--- config.mk ---
export PLATFORM = sky130hd
export DESIGN_NAME = counter_display_driver_flat
export DESIGN_NICKNAME = d
export VERILOG_FILES = /design/src/rtl/counter_display_if.sv /design/src/rtl/counter_display_driver.sv /design/src/flat_wrapper.sv
export SDC_FILE = /design/constraint.sdc
export NUM_CORES = 1
export LEC_CHECK = 0
export CAP_MARGIN = 25
export CELL_PAD_IN_SITES_DETAIL_PLACEMENT = 1
export CELL_PAD_IN_SITES_GLOBAL_PLACEMENT = 1
export CORE_MARGIN = 2
export CORE_UTILIZATION = 24
export DETAILED_ROUTE_END_ITERATION = 16
export GPL_TIMING_DRIVEN = 0
export PLACE_DENSITY = 0.54
export SLEW_MARGIN = 0
export SYNTH_ARGS = -nofsm -noshare
export SYNTH_HDL_FRONTEND = slang
export SYNTH_SLANG_ARGS = --single-unit
--- constraint.sdc ---
create_clock -name clk -period 2.4 [get_ports clk]
set_input_delay 0.24 -clock clk [delete_from_list [all_inputs] [get_ports clk]]
set_output_delay 0.24 -clock clk [all_outputs]
set_load 0.05 [all_outputs]
--- src/rtl/counter_display_if.sv ---
// counter_display_if: binary count in, 7-segment pins and conversion status out
interface counter_display_if;
    logic [6:0] value;
    logic [6:0] seg;
    logic [2:0] an;
    logic busy;
    logic err;
    modport master(output value, input seg, an, busy, err);
    modport slave(input value, output seg, an, busy, err);
endinterface

--- src/rtl/counter_display_driver.sv ---
// counter_display_driver: double-dabble BCD conversion feeding a multiplexed 3-digit 7-segment scan
module counter_display_driver #(
    parameter int SCAN_DIV = 4,
    parameter int MAX_VALUE = 100
) (
    input logic clk,
    input logic reset,
    counter_display_if.slave bus
);
    localparam logic [1:0] IDLE = 2'd0, CONVERT = 2'd1, LATCH = 2'd2;
    localparam int PW = SCAN_DIV > 1 ? $clog2(SCAN_DIV) : 1;
    localparam logic [7:0] MAXV = 8'(MAX_VALUE);
    logic [1:0] state;
    logic [6:0] snap;
    logic pending;
    logic [18:0] sr;
    logic [2:0] step;
    logic [3:0] h, t, o;
    logic err_q;
    logic [1:0] idx;
    logic [PW-1:0] presc;
    logic [2:0] an_q;
    logic [6:0] seg_q;
    logic [18:0] sr_adj;
    logic wrap;
    logic [1:0] idx_next;
    logic [3:0] digit;
    logic blank;
    logic [6:0] seg_next;
    function automatic logic [6:0] seg_code(input logic [3:0] d);
        case (d)
            4'd0: seg_code = 7'h3F;
            4'd1: seg_code = 7'h06;
            4'd2: seg_code = 7'h5B;
            4'd3: seg_code = 7'h4F;
            4'd4: seg_code = 7'h66;
            4'd5: seg_code = 7'h6D;
            4'd6: seg_code = 7'h7D;
            4'd7: seg_code = 7'h07;
            4'd8: seg_code = 7'h7F;
            4'd9: seg_code = 7'h6F;
            default: seg_code = 7'h00;
        endcase
    endfunction
    always_comb begin
        sr_adj = {sr[18:15] + (sr[18:15] >= 4'd5 ? 4'd3 : 4'd0),
                  sr[14:11] + (sr[14:11] >= 4'd5 ? 4'd3 : 4'd0),
                  sr[10:7] + (sr[10:7] >= 4'd5 ? 4'd3 : 4'd0),
                  sr[6:0]};
        wrap = presc == PW'(SCAN_DIV - 1);
        idx_next = wrap ? (idx == 2'd2 ? 2'd0 : idx + 2'd1) : idx;
        digit = idx_next == 2'd0 ? o : idx_next == 2'd1 ? t : h;
        blank = (idx_next == 2'd2 && h == 4'd0) || (idx_next == 2'd1 && h == 4'd0 && t == 4'd0);
        seg_next = err_q ? 7'h40 : blank ? 7'h00 : seg_code(digit);
    end
    always_ff @(posedge clk or posedge reset) begin
        if (reset) begin
            state <= IDLE;
            snap <= '0;
            pending <= 1'b1;
            sr <= '0;
            step <= '0;
            h <= '0;
            t <= '0;
            o <= '0;
            err_q <= 1'b0;
        end else begin
            case (state)
                IDLE: if (pending || bus.value != snap) begin
                    snap <= bus.value;
                    sr <= {12'b0, bus.value};
                    step <= '0;
                    pending <= 1'b0;
                    state <= CONVERT;
                end
                CONVERT: begin
                    sr <= {sr_adj[17:0], 1'b0};
                    step <= step + 3'd1;
                    state <= step == 3'd6 ? LATCH : CONVERT;
                end
                default: begin
                    h <= sr[18:15];
                    t <= sr[14:11];
                    o <= sr[10:7];
                    err_q <= {1'b0, snap} > MAXV;
                    state <= IDLE;
                end
            endcase
        end
    end
    // an and seg both follow idx_next so the enabled digit and its pattern change together
    always_ff @(posedge clk or posedge reset) begin
        if (reset) begin
            idx <= '0;
            presc <= '0;
            an_q <= 3'b001;
            seg_q <= 7'h3F;
        end else begin
            presc <= wrap ? '0 : presc + 1'b1;
            idx <= idx_next;
            an_q <= 3'b001 << idx_next;
            seg_q <= seg_next;
        end
    end
    assign bus.seg = seg_q;
    assign bus.an = an_q;
    assign bus.busy = state != IDLE;
    assign bus.err = err_q;
endmodule

--- src/flat_wrapper.sv ---
// flat-port wrapper written by rule: the top's interface ports become plain ports
module counter_display_driver_flat 
#(
    parameter int SCAN_DIV = 4,
    parameter int MAX_VALUE = 100
)
  (clk, reset, bus_value, bus_seg, bus_an, bus_busy, bus_err);
  counter_display_if bus_i ();
  input logic clk;
  input logic reset;
  input wire logic [$bits(bus_i.value)-1:0] bus_value;
  output wire logic [$bits(bus_i.seg)-1:0] bus_seg;
  output wire logic [$bits(bus_i.an)-1:0] bus_an;
  output wire logic [$bits(bus_i.busy)-1:0] bus_busy;
  output wire logic [$bits(bus_i.err)-1:0] bus_err;
  assign bus_i.value = bus_value;
  assign bus_seg = bus_i.seg;
  assign bus_an = bus_i.an;
  assign bus_busy = bus_i.busy;
  assign bus_err = bus_i.err;
  counter_display_driver #(.SCAN_DIV(SCAN_DIV), .MAX_VALUE(MAX_VALUE)) u_core (.clk(clk), .reset(reset), .bus(bus_i));
endmodule
* Yosys cells after proc, flatten, opt, wreduce, memory -nomap -nowiden
Memory sizes are Yosys's and may differ from the RTL's. Index checks and enable logic that the tools add are counted. Widths: inputs -> output; s select.
Operators by class: add/sub/neg operators 6, order comparisons 4, equal/unequal tests 8, shifts and indexed selects 1, muxes and demuxes 17, reduce and logical (&&, ||, !) cells 14
Operators with widths (number):
- $pmux 19 s2 | 1
- $mux 19 | 1
- $mux 2 | 8
- $mux 7 | 2
- $ge 4x3->1 const B | 3
- $add 4x4->4 | 2
- $logic_not 4->1 | 2
- $mux 4 | 2
- $gt 7x7->1 const B | 1
- $ne 7x7->1 | 1
- $eq 2x2->1 const B | 3
- $pmux 3 s2 | 1
- $add 2x1->2 const B | 2
- $eq 2x1->1 const B | 2
- $logic_not 2->1 | 2
- $pmux 2 s2 | 1
- $reduce_and 2->1 | 2
- $reduce_bool 2->1 | 2
- $add 3x1->3 const B | 1
- $add 3x3->3 | 1
- $eq 3x3->1 const B | 1
- $logic_and 1x1->1 | 3
- $mux 3 | 1
- $shl 1x2->3 const A | 1
- 3 further kinds | 4
Word-level totals: register bits 59, ROM bits 112, input port bits 9, word-level logic and storage cells 64, memories 1
Memories:
- (no name shown) | depth 16, width 7, read ports 1, clocked after memory_dff 0, wr ports 0, RTL line counter_display_driver.sv:31 | case (d)

* Depth between registers and ports, before layout
Gate-level depths: netlist of the first run.
depth in word-level cells 9, depth in mapped cells 10, depth with buffers taken out 9

* Worst setup path before layout of the first run
OpenSTA, ideal clock, no wires.
kind reg2reg, from register u_core.presc[0], to register u_core.seg_q[0], in the netlist u_core.bus.seg[0], setup time 0.078 ns, arrival 2.084 ns, required time 2.322 ns, setup slack 0.239 ns, stages on the path, launching flop included 10, path buffers 1, path through dfrtp_1 -> ha_1 -> buf_6 -> or4_1 -> o21ai_0 -> or3_1 -> inv_1 -> ha_1 -> mux2_2 -> o22ai_1
On the way: cells in the longest elaborated chain, start to end 8, elaborated cells between the ends (all ways) 14
RTL lines:
- start: declaration | RTL line counter_display_driver.sv:21 | logic [PW-1:0] presc;
- start signal: assignment | RTL line counter_display_driver.sv:99 | presc <= wrap ? '0 : presc + 1'b1;
- $eq 2x2->1 (*) | RTL line counter_display_driver.sv:50 | wrap = presc == PW'(SCAN_DIV - 1);
- $mux 2 (*) | RTL line counter_display_driver.sv:51 | idx_next = wrap ? (idx == 2'd2 ? 2'd0 : idx + 2'd1) : idx;
- $eq 2x1->1 | RTL line counter_display_driver.sv:52, counter_display_driver.sv:53
- $mux 4 / $logic_and 1x1->1 (equally long branches) (2 in series) | RTL line counter_display_driver.sv:52, counter_display_driver.sv:53
- $mem_v2 16x7 / $logic_or 1x1->1 (equally long branches)
- $mux 7 (*) (2 in series) | RTL line counter_display_driver.sv:54 | seg_next = err_q ? 7'h40 : blank ? 7'h00 : seg_code(digit);
- net u_core.seg_next[0] | RTL line counter_display_driver.sv:29 | logic [6:0] seg_next;
- end signal: assignment | RTL line counter_display_driver.sv:102 | seg_q <= seg_next;
- end: declaration | RTL line counter_display_driver.sv:23 | logic [6:0] seg_q;
Mark *: on every way through the listed nets, which the timed path passes. The rest lies on a longest branch. A chain may end at the register's enable or synchronous reset.

* Worst setup path in the final report of the first run
Same ends and word-level chain as after synthesis.

==> flow_summary_export.csv, run 1 <==
group,metric,value,unit
status,outcome,"finished, final reports clean",
worst_setup_path,cpMaxStageDelayCell,"or4_1",
floorplanning,dieArea,0.0132,mm^2
route,routed_via_density,4.57,
route,wire_per_inst,14.6,um
cts,tritoncts,"yes",
power_and_ir_drop,p_per_area,1430,mW/mm^2
worst_setup_path,end_kind,"register",
timing,report.final.setup_viol,0,
synthesis,yosys_warnings,0,
timing,max_freq,0.449,GHz
worst_setup_path,crit_chain,"ha_2 > buf_6 > or4_1 > o21ai_0 > or3_4 > inv_1 > ha_1 > mux2_2 > o22ai_1",
cts,insertion_delay,0.33,ns
place,detailed_place_hpwl,4880,um
timing,fin_crit_sh,0.928,
worst_setup_path,reg2reg_to,"u_core.bus.seg[0]$_DFF_PP1_",
worst_hold_path,hold_path_class,"in -> async",
timing,rsz0062_at_grt,"no",
synthesis,yosysUniqueCellTypes,46,
worst_setup_path,worst_r2r_path_depth,9,
worst_setup_path,worstPathRequired,2.64,ns
route,wirelength,6640,um
route,antenna_left,0,
cts,clk_path_buf_depth,2,
global_routing,grt_max_degree,32,
global_routing,grt_use_total,0.114,
cts,clock-sinks,59,
synthesis,syn_nets,296,
run,cap_violations,0,
worst_setup_path,r2r_start,"u_core.presc[0]$_DFF_PP0_",
final_layout,num-nets-final,328,
cts,hold_buffers,0,
final_layout,fin_area,0.00363,mm^2
final_layout,final_cell_mix,"dfrtp_1, nand2_1, inv_1, mux2_2, clkdlybuf4s50_1",
worst_setup_path,r2r_slack,0.17,ns
route,dr_total_vias,2079,
place,gp_congestion,0.713,
timing,tns,0,ns
final_layout,syn_to_final_growth,23.2,%
floorplanning,rows,40,
power_and_ir_drop,irDropWorstVdd,0.000540,V
timing,tightest_slew,0.731,ns
final_layout,final_cells,455,
global_routing,grt_pass1_vias,2299,
synthesis,async_flop_share,1.00,
power_and_ir_drop,p_leak,1.58,nW
worst_setup_path,path_class,"reg -> reg",
power_and_ir_drop,share_seq_of_total_power,0.347,
power_and_ir_drop,power,5.19,mW
final_layout,diodes,0,
timing,slew-limit-headroom,0.511,
worst_setup_path,critPathMaxFanout,10,
cts,cts_buffers,9,
power_and_ir_drop,combinationalPowerShare,0.429,
worst_setup_path,crit_path_start_kind,"register",
global_routing,grt_first_pass_wirelength,11700,um
timing,hold_viol,0,
synthesis,ys.flop_type,"dfrtp_1",
place,place_area,0.00335,mm^2
cts,cts_max_level,3,
timing,holdWs,0.342,ns
route,drc,0,
synthesis,yosysSeqAreaShare,0.505,
timing,finClkSkew,0.00719,ns
power_and_ir_drop,switchingPower,2.00,mW
place,io_buffer_count,20,
final_layout,final_common_cell,"dfrtp_1",
cts,cts_root_buf,"clkbuf_16",
power_and_ir_drop,intPower,3.19,mW
synthesis,netlist_instances,271,
floorplanning,die_y,115,um
floorplanning,io_pins,21,
cts,clk_pin_slew_worst_paths,0.05,ns
synthesis,synth_seq_cells,59,
power_and_ir_drop,switching_share,0.385,
synthesis,synth_edf_count,0,
floorplanning,coreArea,0.0120,mm^2
power_and_ir_drop,p_clk_frac,0.225,
floorplanning,start_util,0.245,
worst_setup_path,cpPeakStageDelay,0.45,ns
final_layout,drive_gt1_frac,0.198,
synthesis,synth_area_per_cell,10.9,um^2
route,drt_iter0_markers,59,
place,dpl.cell_count,439,
timing,finalMaxSlewViolations,0,
synthesis,synth_area,0.00295,mm^2
worst_setup_path,crit_arrival,2.47,ns
global_routing,antenna_found_initial,0,
global_routing,grt_remaining_overflow,0,
timing,period_needed,2.23,ns
floorplanning,die_w,115,um
route,first_pass_iters,4,
per-stage QoR:
stage,setup WS [ns],util
after floorplan,0.239,-
after global placement,-0.498,0.277
after detailed placement,-0.00252,0.279
after CTS,0.0832,0.302
after global routing,0.0544,0.302
final,0.174,0.302
synth_stat cells, types with 2 or more instances:
cell | number | area (um^2)
clkbuf_1 | 6 | 22.5
dfrtp_1 | 51 | 1280
or4_1 | 5 | 37.5
nor2b_1 | 4 | 25.0
o31ai_1 | 2 | 15.0
nand2_1 | 24 | 90.1
a22oi_1 | 6 | 45.0
mux2i_1 | 2 | 20.0
a21o_1 | 2 | 15.0
nand3b_1 | 3 | 22.5
ha_1 | 13 | 163
nand2b_1 | 4 | 25.0
a21oi_1 | 9 | 45.0
or3_1 | 3 | 18.8
nor3_1 | 3 | 15.0
buf_2 | 3 | 15.0
inv_1 | 23 | 86.3
nor2_1 | 10 | 37.5
dfstp_2 | 8 | 210
or2_2 | 2 | 12.5
o21ai_0 | 16 | 80.1
xor2_1 | 5 | 43.8
o22ai_1 | 14 | 87.6
buf_6 | 2 | 22.5
xnor2_1 | 8 | 70.1
fa_1 | 3 | 60.1
mux2_2 | 21 | 236
cells by family after synthesis:
| logic type | Yosys count | share of synthesized area |
|---|---|---|
| DFF | 59 | 0.505 |
| buffers and inverters | 35 | 0.0514 |
| muxes | 23 | 0.0871 |
| xor gates and xnor gates | 14 | 0.0442 |
| and+or+nand+nor | 63 | 0.107 |
| AOI/OAI and AO/OA | 61 | 0.130 |
| adders and majority gates | 16 | 0.0756 |
state kept, by name, summed over array words and instances, names as in the netlist:
| signal | flops |
|---|---|
| u_core.state | 2 |
| u_core.step | 3 |
| u_core.bus.seg | 7 |
| u_core.o | 4 |
| u_core.sr | 19 |
| u_core.bus.an | 3 |
| u_core.idx | 2 |
| u_core.presc | 2 |
| u_core.snap | 7 |
| u_core.h | 4 |
| u_core.t | 4 |
| u_core.pending | 1 |
| u_core.bus.err | 1 |
critical path: cells and delay by family (launching register included):
family	cells	cell delay, ns
and+or+nand+nor	2	0.64
adders and majority gates	2	0.42
DFF	1	0.37
muxes	1	0.28
AOI/OAI and AO/OA	2	0.22
buffers and inverters	2	0.21
what timing repair did:
item / 4_1_cts / 5_1_grt
buffers inserted: 0 / 0
resized for setup: 2 / 4
endpoints found under the setup margin: 3 / 6
cell type report:
class / count / area (um^2)
Inverter: 23 / 86.3
Clock buffer: 13 / 260
Buffer: 12 / 65.1
Timing Repair Buffer: 21 / 215
Fill cell: 1376 / 8380
Multi-Input combinational cell: 177 / 1320
Clock inverter: 3 / 15.0
Tap cell: 147 / 184
Sequential cell: 59 / 1490
power groups by stage:
stage / Combinational, mW / Sequential [mW] / Clock [mW]
6_report: 2.22 / 1.80 / 1.17
5_1_grt: 2.51 / 1.87 / 1.26
4_1_cts: 2.27 / 1.81 / 1.21
3_5_place_dp: 2.25 / 1.82 / 0
3_3_place_gp: 2.19 / 1.80 / 0
2_1_floorplan: 1.47 / 1.95 / 0
per-layer routing:
layer  part of all wire  track usage  vias to the layer above
li1                   -            -                     1004
met1               0.45        0.136                     1036
met2               0.50        0.198                       29
met3              0.035       0.0348                       10
met4              0.014       0.0337                        0
met5                  0            0                        -
worst max path at each step:
stage / startpoint / endpoint / slack (ns) / cells past startpoint
finish: u_core.presc[0]$_DFF_PP0_ / u_core.bus.seg[0]$_DFF_PP1_ / 0.17 / 9
global route: u_core.presc[0]$_DFF_PP0_ / u_core.bus.seg[1]$_DFF_PP1_ / 0.05 / 8
CTS: u_core.presc[0]$_DFF_PP0_ / u_core.bus.seg[0]$_DFF_PP1_ / 0.08 / 9
detailed placement: u_core.presc[0]$_DFF_PP0_ / u_core.bus.seg[0]$_DFF_PP1_ / -0.003 / 9
global placement: reset / u_core.snap[2]$_DFFE_PP0P_ / -0.50 / 2
floorplan: u_core.presc[0]$_DFF_PP0_ / u_core.bus.seg[0]$_DFF_PP1_ / 0.24 / 9
Power figures use the tool's default switching activity.
==> run 2: changes to the inputs <==
Settings changed: CTS_CLUSTER_SIZE set to 28.
==> results of run 2 <==
Final layout, timing and power as in run 1 (identical DEF).
==> edit 1 (config.mk and constraints of run 1) <==
Reset style: synchronous (`reset`), changed in 2 clocked blocks.
--- a/src/rtl/counter_display_driver.sv
+++ b/src/rtl/counter_display_driver.sv
@@ -54,5 +54,5 @@
         seg_next = err_q ? 7'h40 : blank ? 7'h00 : seg_code(digit);
     end
-    always_ff @(posedge clk or posedge reset) begin
+    always_ff @(posedge clk) begin
         if (reset) begin
             state <= IDLE;
@@ -90,5 +90,5 @@
     end
     // an and seg both follow idx_next so the enabled digit and its pattern change together
-    always_ff @(posedge clk or posedge reset) begin
+    always_ff @(posedge clk) begin
         if (reset) begin
             idx <= '0;
Function: differs if reset is asserted again (counterexample within 4 cycles, from zero or initial values and one cycle with reset high); with reset held inactive, the same outputs for 10 cycles.
==> edit 1 against run 1 <==
Sequential cell count unchanged. Area after synthesis decreased by 5.3%. Wire length increased by 12%. Worst setup slack improved by 0.021 ns. Cell area decreased by 4.2%. Largest cell class is now multi-input gates. Highest routed layer unchanged.
Power is not compared: it rests on default switching activity, and its combinational part moved more than twofold at a synthesized area within 25%.
==> edit 1: results <==
[power_and_ir_drop]
ir_drop_uv = 393
leakage_nw = 1.37

[global_route]
grt_use_total_pct = 12.6
grt_pass1_wl_um = 12400
grt_max_degree = 11
grt_pass1_vias = 2307

[clocking]
htree_levels = 3
clk_latency_ns = 0.32
numCtsBuffers = 9

[placed_design]
dp_hpwl_um = 5350
io_buffers = 19
place_inst = 471
preCtsSetupSlack_ns = -0.0105
postPlaceCellArea_um2 = 3160
place.gp.congestion = 0.747

[cells_and_area]
fin_cells = 486
finalNetCount = 364
diodes = 0
drive_gt1_share_pct = 9.62

[worst_setup_path]
crit_arrival_ns = 2.39
r2r-end = "u_core.bus.seg[5]"
reg2reg_depth = 10
reg2reg_from = "u_core.presc[0]"

[logic_synthesis]
synthTopCellsByCount = "59 x dfxtp_1, 39 x nand2_1, 36 x nor2_1, 21 x a21oi_1, 14 x mux2i_1"
synth_nets = 334
ys_seq_area_share_pct = 42.3
yosys-top-cells-area = "dfxtp_1 42%, ha_1 5.8%, nand2_1 5.2%"
ys_async_sr_fraction_pct = 0
yosys.cell_types.count = 51
ys.flop_type = "dfxtp_1"
syn_avg_cell_area_um2 = 9.03

[routing]
vias_per_cell = 4.71
first_iter_violations = 83
dr.pass1.iters = 5
routedWlPerCell_um = 15.3

[timing]
skew_ns = 0.00371
slew_headroom_pct = 51.8

[min_path]
hold_end = "u_core.idx[1]"
hp-class = "input pin to flip-flop"

[outcome]
status = "finished, final reports clean"
[edit 1: cell type report]
| class | count | area [um2] |
|---|---|---|
| Buffer | 16 | 90.1 |
| Clock buffer | 13 | 260 |
| Clock inverter | 2 | 35.0 |
| Fill cell | 1338 | 7900 |
| Inverter | 13 | 48.8 |
| Multi-Input combinational cell | 221 | 1490 |
| Sequential cell | 59 | 1180 |
| Tap cell | 143 | 179 |
| Timing Repair Buffer | 19 | 189 |
[edit 1: cell families after synthesis]
logic type	synth area share, %
simple gates	18.7
compound gates	16.6
flops	42.3
buf+inv	4.98
fa+ha+maj	7.98
xor+xnor	4.39
mux	5.02
[edit 1: per-stage QoR]
stage               total power, mW  hold slack [ns]
floorplan                      1.39            0.376
detailed placement             1.53            0.424
CTS                            2.83            0.356
finish                         2.80            0.356
global placement               1.53            0.408
global route                   2.92            0.418
[edit 1: how the worst max path moves through the flow]
stage,slack [ns],cells past startpoint,from,endpoint
CTS,0.03,10,u_core.presc[0],u_core.bus.seg[6]
finish,0.19,10,u_core.presc[0],u_core.bus.seg[5]
detailed placement,-0.01,7,bus_value[6],u_core.step[0]
floorplan,0.37,9,u_core.presc[0],u_core.bus.seg[1]
global route,0.01,10,u_core.presc[0],u_core.bus.seg[6]
global placement,0.03,10,u_core.presc[0],u_core.bus.seg[6]
[edit 1: power by group]
group          switching [mW]  internal (mW)
sequential             0.0260           1.04
clock                   0.438          0.853
combinational           0.282          0.165
total                   0.745           2.05
[edit 1: repair_timing]
item,4_1_cts,5_1_grt
pin swaps,0,2
gates resized for setup,1,3
setup endpoints to repair,1,7
[edit 1: per-layer routing]
layer	global-route usage [%]	share of wire, %
met1	16.8	49
met2	20.1	47
met3	1.96	2.4
met4	5.68	1.8
met5	0	0
[edit 1: critical path: stages (launching register included)]
cell and delay, ns:
dfxtp_1 0.31, ha_1 0.25, clkbuf_8 0.18, nand3b_1 0.11, a21boi_4 0.34, o21ba_2 0.25
inv_2 0.08, ha_1 0.17, and2_2 0.17, a21oi_1 0.11, o21ai_0 0.08
==> edit 2 (config.mk and constraints of run 1) <==
Without the edit above. `MAX_VALUE` is set to 100 in 2 places; all go to 50.
--- a/src/rtl/counter_display_driver.sv
+++ b/src/rtl/counter_display_driver.sv
@@ -2,5 +2,5 @@
 module counter_display_driver #(
     parameter int SCAN_DIV = 4,
-    parameter int MAX_VALUE = 100
+    parameter int MAX_VALUE = 50
 ) (
     input logic clk,
--- a/src/flat_wrapper.sv
+++ b/src/flat_wrapper.sv
@@ -3,5 +3,5 @@
 #(
     parameter int SCAN_DIV = 4,
-    parameter int MAX_VALUE = 100
+    parameter int MAX_VALUE = 50
 )
   (clk, reset, bus_value, bus_seg, bus_an, bus_busy, bus_err);
Check against the original RTL: not equivalent (a bounded check fails within 10 cycles, from zero or initial values and one cycle with reset high).
==> edit 2 against run 1 <==
Worst setup slack worse by 0.0023 ns. First-iteration DRC count is 1.7% lower. Cell area is 0.76% higher. Clock skew is 0.0038 ns lower. Largest power group unchanged. Wire length is 3.9% lower. Critical path type unchanged. Sequential cell count stayed put. Highest routed layer unchanged. Area after synthesis is 0.21% higher. Power is 2.2% lower. Sequential share of layout area is 0.31 points lower. Worst hold slack worse by 0.11 ns.
==> edit 2: results <==
[global_route]
antenna_found_initial = 0
grt_use_total_pct = 10.8
grt_max_degree = 41
grt_util_met1_pct = 13.1
grt_use_met3_pct = 3.64
use_met2_pct = 18.1
grt_pass1_wl_um = 11100
grt_pass1_vias = 2237

[timing]
skew_ns = 0.00341
hold_ws_ns = 0.234
worst_pin_slew_ns = 0.540
fin_crit_sh_pct = 92.9

[routing]
vias_per_cell = 4.49
routed_wl_um = 6380
first_iter_violations = 58
dr.pass1.iters = 3

[logic_synthesis]
ys_seq_area_share_pct = 50.4
synthTopCellsByCount = "51 x dfrtp_1, 24 x inv_1, 20 x nand2_1, 16 x mux2_2, 14 x o21ai_1"
yosys.cell_types.count = 50
synth_nets = 295
yosys-top-cells-area = "dfrtp_1 43%, dfstp_2 7.1%, mux2_2 6.1%"
yosys_warnings = 0
ys_async_sr_fraction_pct = 100

[clocking]
numCtsBuffers = 9
cts.clk_slew.worst_paths_ns = 0.05
root_buffer = "clkbuf_16"
htree_levels = 3
cts_buffer_depth = 2
clk_latency_ns = 0.33

[cells_and_area]
finalNetCount = 328
fill_cells = 1377
top_register = "u_core.sr"
largest_reg_flops = 19
diodes = 0
drive_gt1_share_pct = 19.2

[worst_setup_path]
critPathMaxFanout = 10
cp_top_family = "simple AND/OR/NAND/NOR gates"
crit_arrival_ns = 2.48
reg2reg_depth = 9
slowest_stage = "or4_1"
max_stage_delay_ns = 0.49
rrSetupSlack_ns = 0.17

[outcome]
status = "finished, final reports clean"

[placed_design]
place.gp.congestion = 0.752
io_buffers = 20
preCtsSetupSlack_ns = -0.0534
dp_hpwl_um = 4590

[power_and_ir_drop]
ir_drop_uv = 538
leakage_nw = 1.59

[min_path]
hp-class = "input pin to async pin"
edit 2: cell types whose count changed after synthesis, sizes merged, moves of 3 or more:
cell,before,now
xor2,5,9
nor2,11,8
nand2,24,20
mux2,21,18
xnor2,9,5
a31oi,1,4
nor4,1,4
buf,5,8
edit 2: power breakdown:
group          switching (mW)  internal [mW]
logic                    1.19          0.937
clock network           0.439          0.745
registers               0.322           1.43
total                    1.95           3.12
edit 2: timing repair:
item                       4_1_cts  5_1_grt
setup endpoints to repair        3        3
gates resized for setup          1        2
buffers inserted                 1        0
pin swaps                        1        1
edit 2: worst paths after layout:
path	startpoint	endpoint
hold reg to reg	u_core.presc[0]	u_core.presc[0]
setup / recovery	u_core.presc[0]	u_core.bus.seg[3]
hold / removal	reset	u_core.o[3]
setup reg to reg	u_core.presc[0]	u_core.bus.seg[3]
max in group asynchronous	reset	u_core.pending
min in group clk	u_core.presc[0]	u_core.presc[0]
edit 2: metrics by stage:
stage / instances / power [mW] / instance area, um2
finish: 455 / 5.07 / 3650
global route: 455 / 5.51 / 3650
detailed placement: 438 / 3.94 / 3360
CTS: 455 / 5.17 / 3640
floorplan: 270 / 3.33 / 2950
global placement: 437 / 3.87 / 3340
edit 2: kinds of logic (layout without fill, tap and decap cells):
logic type / Yosys count / after routing / synth area share, %
AO/OA/AOI/OAI: 65 / 65 / 13.6
flip-flops: 59 / 59 / 50.4
AND/OR/NAND/NOR: 56 / 56 / 10.0
buffers and inverters: 38 / 76 / 5.77
multiplexers: 21 / 21 / 8.01
adder cells (fa/ha/maj): 17 / 17 / 7.88
XOR/XNOR: 14 / 14 / 4.41
edit 2: layout make-up:
type,instances,area share [%]
Sequential cell,59,40.7
Buffer,13,2.09
Inverter,25,2.57
Clock buffer,11,6.92
Timing Repair Buffer,22,6.20
Tap cell,147,5.03
Multi-Input combinational cell,173,35.8
Clock inverter,5,0.753
edit 2: worst reg2reg max path: stages (launching register included):
cell     delay (ns)
dfrtp_1        0.40
ha_4           0.20
buf_6          0.14
or4_1          0.49
o21ai_0        0.09
a211o_1        0.18
inv_1          0.07
ha_1           0.20
mux2_4         0.26
o22ai_1        0.12
edit 2: metal layers:
metal	part of all wire [%]	up-vias	wire length, um
li1	-	1008	-
met5	0	-	0
met4	1.2	0	76
met2	48	26	3070
met1	47	1004	3020
met3	3.4	7	218
